**config.mk**
```make
export PLATFORM = sky130hd
export DESIGN_NAME = mult_share_arb_flat
export DESIGN_NICKNAME = d
export VERILOG_FILES = /design/src/rtl/mult_share_arb_if.sv /design/src/rtl/mult_share_arb.sv /design/src/flat_wrapper.sv
export SDC_FILE = /design/constraint.sdc
export NUM_CORES = 1
export LEC_CHECK = 0
export CAP_MARGIN = 20
export CORE_ASPECT_RATIO = 0.7
export CORE_MARGIN = 4
export CORE_UTILIZATION = 39
export DETAILED_ROUTE_END_ITERATION = 7
export PLACE_DENSITY = 0.81
export RECOVER_POWER = 50
export SYNTH_ARGS = -nofsm -noshare
export SYNTH_HDL_FRONTEND = slang
export SYNTH_SLANG_ARGS = --single-unit
```
**constraint.sdc**
```tcl
create_clock -name clk -period 2.2 [get_ports clk]
set_clock_uncertainty 0.15 [all_clocks]
set_input_delay 0.33 -clock clk [delete_from_list [all_inputs] [get_ports clk]]
set_output_delay 0.33 -clock clk [all_outputs]
set_load 0.05 [all_outputs]
```
**src/rtl/mult_share_arb_if.sv**
```systemverilog
// Requester and multiplier-side signals of the shared-multiplier arbiter.
// slave is the arbiter's view; master is the requesters plus the multiplier.
interface mult_share_arb_if #(
    parameter int NREQ  = 4,
    parameter int WIDTH = 16
);
    localparam int IDW = (NREQ > 1) ? $clog2(NREQ) : 1;

    logic [NREQ-1:0]       req;
    logic [NREQ*WIDTH-1:0] a_in;
    logic [NREQ*WIDTH-1:0] b_in;
    logic [NREQ-1:0]       gnt;
    logic [NREQ-1:0]       done;
    logic [WIDTH-1:0]      result;
    logic [IDW-1:0]        result_id;
    logic                  busy;
    logic [WIDTH-1:0]      mult_a;
    logic [WIDTH-1:0]      mult_b;
    logic [WIDTH-1:0]      mult_p;

    modport slave (
        input  req, a_in, b_in, mult_p,
        output gnt, done, result, result_id, busy, mult_a, mult_b
    );

    modport master (
        output req, a_in, b_in, mult_p,
        input  gnt, done, result, result_id, busy, mult_a, mult_b
    );
endinterface

```
**src/rtl/mult_share_arb.sv**
```systemverilog
// Round-robin sequencer sharing one multi-cycle multiplier: grants a requester,
// holds its operands for MULT_LAT cycles, captures the product and pulses done.
module mult_share_arb #(
    parameter int NREQ     = 4,
    parameter int WIDTH    = 16,
    parameter int MULT_LAT = 79
) (
    input  logic            clk,
    input  logic            reset,
    mult_share_arb_if.slave bus
);
    localparam int IDW = (NREQ > 1) ? $clog2(NREQ) : 1;

    typedef enum logic [1:0] {IDLE = 2'd0, WAIT = 2'd1, DONE = 2'd2} state_t;

    state_t           state, state_next;
    logic [7:0]       cnt;
    logic             cnt_last;
    logic [IDW-1:0]   ptr;
    logic [IDW-1:0]   winner;
    logic [IDW-1:0]   scan_idx;
    logic [IDW:0]     scan_sum;
    logic             found;
    logic [NREQ-1:0]  win_onehot;
    logic [NREQ-1:0]  gnt_q;
    logic [NREQ-1:0]  done_c;
    logic [IDW-1:0]   id_q;
    logic [WIDTH-1:0] result_q;
    logic [WIDTH-1:0] a_q;
    logic [WIDTH-1:0] b_q;
    logic [WIDTH-1:0] a_arr [NREQ];
    logic [WIDTH-1:0] b_arr [NREQ];

    for (genvar g = 0; g < NREQ; g++) begin : g_unpack
        assign a_arr[g] = bus.a_in[g*WIDTH +: WIDTH];
        assign b_arr[g] = bus.b_in[g*WIDTH +: WIDTH];
    end

    assign cnt_last = (cnt == 8'(MULT_LAT - 1));

    // Scan upward from the pointer, wrapping, and take the first active request.
    always_comb begin
        winner     = ptr;
        found      = 1'b0;
        scan_sum   = '0;
        scan_idx   = '0;
        win_onehot = '0;
        for (int k = 0; k < NREQ; k++) begin
            scan_sum = {1'b0, ptr} + (IDW+1)'(k);
            if (scan_sum >= (IDW+1)'(NREQ)) begin
                scan_sum = scan_sum - (IDW+1)'(NREQ);
            end
            scan_idx = scan_sum[IDW-1:0];
            if (!found && bus.req[scan_idx]) begin
                found  = 1'b1;
                winner = scan_idx;
            end
        end
        win_onehot[winner] = 1'b1;
    end

    always_comb begin
        state_next = state;
        done_c     = '0;
        case (state)
            IDLE:    if (found) state_next = WAIT;
            WAIT:    if (cnt_last) state_next = DONE;
            DONE: begin
                state_next   = IDLE;
                done_c[id_q] = 1'b1;
            end
            default: state_next = IDLE;
        endcase
    end

    always_ff @(posedge clk) begin
        if (reset) begin
            state    <= IDLE;
            cnt      <= '0;
            ptr      <= '0;
            gnt_q    <= '0;
            id_q     <= '0;
            result_q <= '0;
            a_q      <= '0;
            b_q      <= '0;
        end else begin
            state <= state_next;
            case (state)
                IDLE: begin
                    if (found) begin
                        a_q   <= a_arr[winner];
                        b_q   <= b_arr[winner];
                        gnt_q <= win_onehot;
                        id_q  <= winner;
                        cnt   <= '0;
                        ptr   <= (winner == IDW'(NREQ - 1)) ? '0 : winner + 1'b1;
                    end else begin
                        gnt_q <= '0;
                    end
                end
                WAIT: begin
                    cnt <= cnt + 8'd1;
                    if (cnt_last) begin
                        result_q <= bus.mult_p;
                    end
                end
                DONE:    gnt_q <= '0;
                default: gnt_q <= '0;
            endcase
        end
    end

    assign bus.gnt       = gnt_q;
    assign bus.done      = done_c;
    assign bus.result    = result_q;
    assign bus.result_id = id_q;
    assign bus.busy      = (state != IDLE);
    assign bus.mult_a    = a_q;
    assign bus.mult_b    = b_q;
endmodule

```
**src/flat_wrapper.sv**
```systemverilog
// flat-port wrapper written by rule: the top's interface ports become plain ports
module mult_share_arb_flat 
#(
    parameter int NREQ     = 4,
    parameter int WIDTH    = 16,
    parameter int MULT_LAT = 79
)
  (clk, reset, bus_req, bus_a_in, bus_b_in, bus_mult_p, bus_gnt, bus_done, bus_result, bus_result_id, bus_busy, bus_mult_a, bus_mult_b);
  mult_share_arb_if #(.NREQ(NREQ), .WIDTH(WIDTH)) bus_i ();
  input  logic clk;
  input  logic reset;
  input wire logic [$bits(bus_i.req)-1:0] bus_req;
  input wire logic [$bits(bus_i.a_in)-1:0] bus_a_in;
  input wire logic [$bits(bus_i.b_in)-1:0] bus_b_in;
  input wire logic [$bits(bus_i.mult_p)-1:0] bus_mult_p;
  output wire logic [$bits(bus_i.gnt)-1:0] bus_gnt;
  output wire logic [$bits(bus_i.done)-1:0] bus_done;
  output wire logic [$bits(bus_i.result)-1:0] bus_result;
  output wire logic [$bits(bus_i.result_id)-1:0] bus_result_id;
  output wire logic [$bits(bus_i.busy)-1:0] bus_busy;
  output wire logic [$bits(bus_i.mult_a)-1:0] bus_mult_a;
  output wire logic [$bits(bus_i.mult_b)-1:0] bus_mult_b;
  assign bus_i.req = bus_req;
  assign bus_i.a_in = bus_a_in;
  assign bus_i.b_in = bus_b_in;
  assign bus_i.mult_p = bus_mult_p;
  assign bus_gnt = bus_i.gnt;
  assign bus_done = bus_i.done;
  assign bus_result = bus_i.result;
  assign bus_result_id = bus_i.result_id;
  assign bus_busy = bus_i.busy;
  assign bus_mult_a = bus_i.mult_a;
  assign bus_mult_b = bus_i.mult_b;
  mult_share_arb #(.NREQ(NREQ), .WIDTH(WIDTH), .MULT_LAT(MULT_LAT)) u_core (.clk(clk), .reset(reset), .bus(bus_i));
endmodule
```
==> summary.txt <==
Timing
  • Slew headroom: 50.36%
  • FMAX: 467.7 MHz
  • Slew Limit Fails: 0
  • Period Utilization, post-route: 97.19%
  • Final hold viol count: 0
  • Final Setup Violations: 0
  • Crit path time final: 2.138 ns
  • Actual slew at the worst max-slew pin: 0.7446 ns
  • Worst setup margin: 0.06179 ns
  • RSZ-0062 raised after global routing: true

Synth
  • Number of flops mapped to enable cells by yosys: 0
  • Sequential-to-total area share from yosys stat: 34.77%
  • Syn Std Cell Area: 0.003800 mm^2
  • Top FF cell, synth: dfxtp_1
  • Ys async rst share: 0%
  • Yosys warns: 0
  • Gate Count Post-Synth: 471
  • Synth unique cells: 40
  • FF+latch count, synth: 66
  • Avg Cell Area, Syn: 8.068 um^2
  • Synth Net Count: 624

Flow run
  • Max-cap viol count: 0

Drt
  • Overall via count from detail_route: 4308
  • # DRC: 0
  • Number of routed nets with antenna violations: 0
  • Initial drt markers: 302
  • Routed wire length: 14500 um
  • Vias per Instance: 5.279
  • DRT Pass-1 Iters: 4
  • Drt wl/cell: 17.77 um

Floorplanning
  • Initial Utilization: 40.91%
  • Die ar.: 0.01141 mm^2
  • Die height: 90.59 um
  • Io pins: 209
  • Core area: 0.009289 mm^2
  • Chip Width: 126.0 um
  • Row cnt: 29

Worst setup path
  • CP endpoint kind: flip-flop
  • CP bufs+invs: 3
  • Critical path required time: 2.29 ns
  • Critical Path Source Type: input port
  • CP cell instances: clkdlybuf4s50_1, buf_4, or4_4, and2_4, buf_12, nor3b_1, a21oi_1, o211ai_1
  • CP max stage delay: 0.53 ns
  • Worst r2r src: u_core.ptr[1]$_SDFFE_PP0P_
  • CP top delay family: simple AND/OR/NAND/NOR gates
  • Flop2flop setup slack: 0.18 ns
  • Worst EP arrival: 2.23 ns
  • Crit. Startpoint: bus_req[1]
  • Critical Path Fanout Max: 24
  • Worst path slowest cell: or4_4
  • WS Path Type: input port to flip-flop

Clock tree
  • Post-CTS Hold Buffers: 0
  • Inserted Clock Buffers: 9
  • Worst-Skew Late Latency: 0.32 ns
  • CTS clock-pin slew for the worst setup and hold paths: 0.06 ns
  • CTS Buffer Depth: 2
  • CTS tree: yes
  • CTS sink cnt: 66
  • Htree depth: 3
  • Root Driver: clkbuf_16

Final layout
  • Ant. Diodes: 0
  • Area delta synth->final: 73.10%
  • Share of cells above drive strength 1: 11.27%
  • Nets: 840
  • Design Area, Final: 0.006578 mm^2
  • # fillers: 731

Placed design
  • Port bufs: 208
  • DPL Wire Length: 10190 um
  • GPL Wtd Cong: 0.8422
  • Placed Area: 0.006102 mm^2
  • Setup WS pre-CTS: -0.5571 ns

Global route
  • Gr usage total: 24.29%
  • First-pass GRT wire length: 22800 um
  • Pin count of the biggest net entering global routing: 67
  • Initial antenna violation count: 0
  • Vias in the first global route: 4456
  • GRT overflow: 0

Run status
  • Status: finished clean

Pwr
  • Worst VDD drop: 0.0004482 V
  • Pwr dens: 715.7 mW/mm^2
  • Leak: 2.556 nW
  • Power Total: 4.707 mW

Worst hold path
  • Worst min path class: flip-flop to flip-flop
  • Hold_sp: u_core.bus.gnt[1]$_SDFFE_PP0N_
## worst min-delay path: cells and delay by family (launching register included)
family / cells / cell delay [ns]
simple gates: 1 / 0.05
compound gates: 1 / 0.05
flops: 1 / 0.31
## power by group
group	leakage, nW	switching [mW]	internal [mW]	total, mW
clock network	0.159	0.557	1.03	1.58
registers	0.540	0.0720	1.33	1.40
logic	1.86	0.942	0.783	1.73
total	2.56	1.57	3.14	4.71
## registers in the layout, summed over array words and instances (netlist names)
register,cells
u_core.bus.mult_a,16
u_core.bus.result_id,2
u_core.cnt,8
u_core.bus.gnt,4
u_core.ptr,2
u_core.state,2
u_core.bus.result,16
u_core.bus.mult_b,16
## layer usage
metal | track usage [%] | vias to the layer above | share of wire (%)
met2 | 41.90 | 152 | 49
met1 | 30.46 | 2033 | 43
met5 | 0 | - | 0
li1 | - | 2110 | -
met4 | 5.446 | 0 | 1.1
met3 | 6.265 | 13 | 6.8
## metrics by stage
stage / hold WS, ns / instances / setup TNS, ns / util [%]
floorplan: 0.3109 / 471 / 0 / -
detailed placement: 0.3048 / 794 / -20.09 / 65.69
finish: 0.3096 / 816 / 0 / 70.81
global placement: 0.2916 / 794 / -16.77 / 65.69
CTS: 0.3127 / 812 / 0 / 69.72
global route: 0.3303 / 816 / -0.02863 / 70.81
## what timing repair did
item	CTS	global route
cloned	2	1
endpoints found under the setup margin	35	35
gates resized for setup	8	9
setup buffers	0	3
pin swaps	2	3
## cell usage after synthesis (2+ instances only)
master    count  area (um^2)
nand2_1      19        71.32
or4_4         2        22.52
a22oi_1       2        15.01
clkbuf_1     22        82.58
o21ai_1      30        150.1
and3_1       35        219.0
a21boi_0     32        240.2
nand3_1       5        25.02
or3_1         3        18.77
o21ai_0       7        35.03
nor2b_1       5        31.28
a31oi_1       2        12.51
nor2_2        2        12.51
nor3b_1      33        247.7
a211oi_1      2        15.01
ha_1          3        37.54
nor3_1        7        35.03
inv_1        35        131.4
mux2i_1      16        160.2
dfxtp_1      66         1321
buf_6        15        168.9
a21oi_1      44        220.2
o211ai_1     31        232.7
nor2_1       35        131.4
nand3b_1      2        15.01
buf_2         2        10.01
## path summary, 6_finish.rpt
path | end | depth (start not counted)
hold reg to reg | u_core.bus.gnt[1]$_SDFFE_PP0N_ | 2
setup reg to reg | u_core.bus.mult_b[1]$_SDFFE_PP0P_ | 6
setup / recovery | u_core.bus.mult_b[1]$_SDFFE_PP0P_ | 8
hold / removal | u_core.bus.gnt[1]$_SDFFE_PP0N_ | 2
## cell type report
cell class	count	area [um^2]	area share (%)
timing repair buffer	242	2434	37.00
multi-input combinational	333	2206	33.54
sequential	66	1323	20.11
clock buffer	10	239.0	3.633
tap	124	155.1	2.359
inverter	35	131.4	1.997
clock inverter	6	90.09	1.370
## logic make-up after synthesis
group | count (synthesis) | synth area share, %
mux | 17 | 4.511
buf+inv | 74 | 10.34
xor+xnor | 2 | 0.4611
compound gates | 154 | 25.29
fa+ha+maj | 3 | 0.9879
flops | 66 | 34.77
simple gates | 155 | 23.64
## placed cells by master (no fill, tap or decap), drive strengths merged, types with 2 or more instances in the layout
| master | instances |
|---|---|
| a31oi | 3 |
| nor2 | 37 |
| o21ai | 37 |
| nand3 | 5 |
| o211ai | 32 |
| inv | 35 |
| dlygate4sd2 | 2 |
| a21oi | 45 |
| a21boi | 32 |
| buf | 38 |
| a22oi | 2 |
| a211oi | 2 |
| bufinv | 2 |
| mux2i | 16 |
| clkdlybuf4s50 | 199 |
| or4 | 2 |
| nor3 | 7 |
| nor2b | 5 |
| clkinv | 3 |
| nand3b | 2 |
| ha | 3 |
| dfxtp | 66 |
| and3 | 35 |
| nor3b | 33 |
| clkbuf | 12 |
| nand2 | 20 |
| or3 | 3 |
Note: power is estimated with default switching activity, not from simulation.
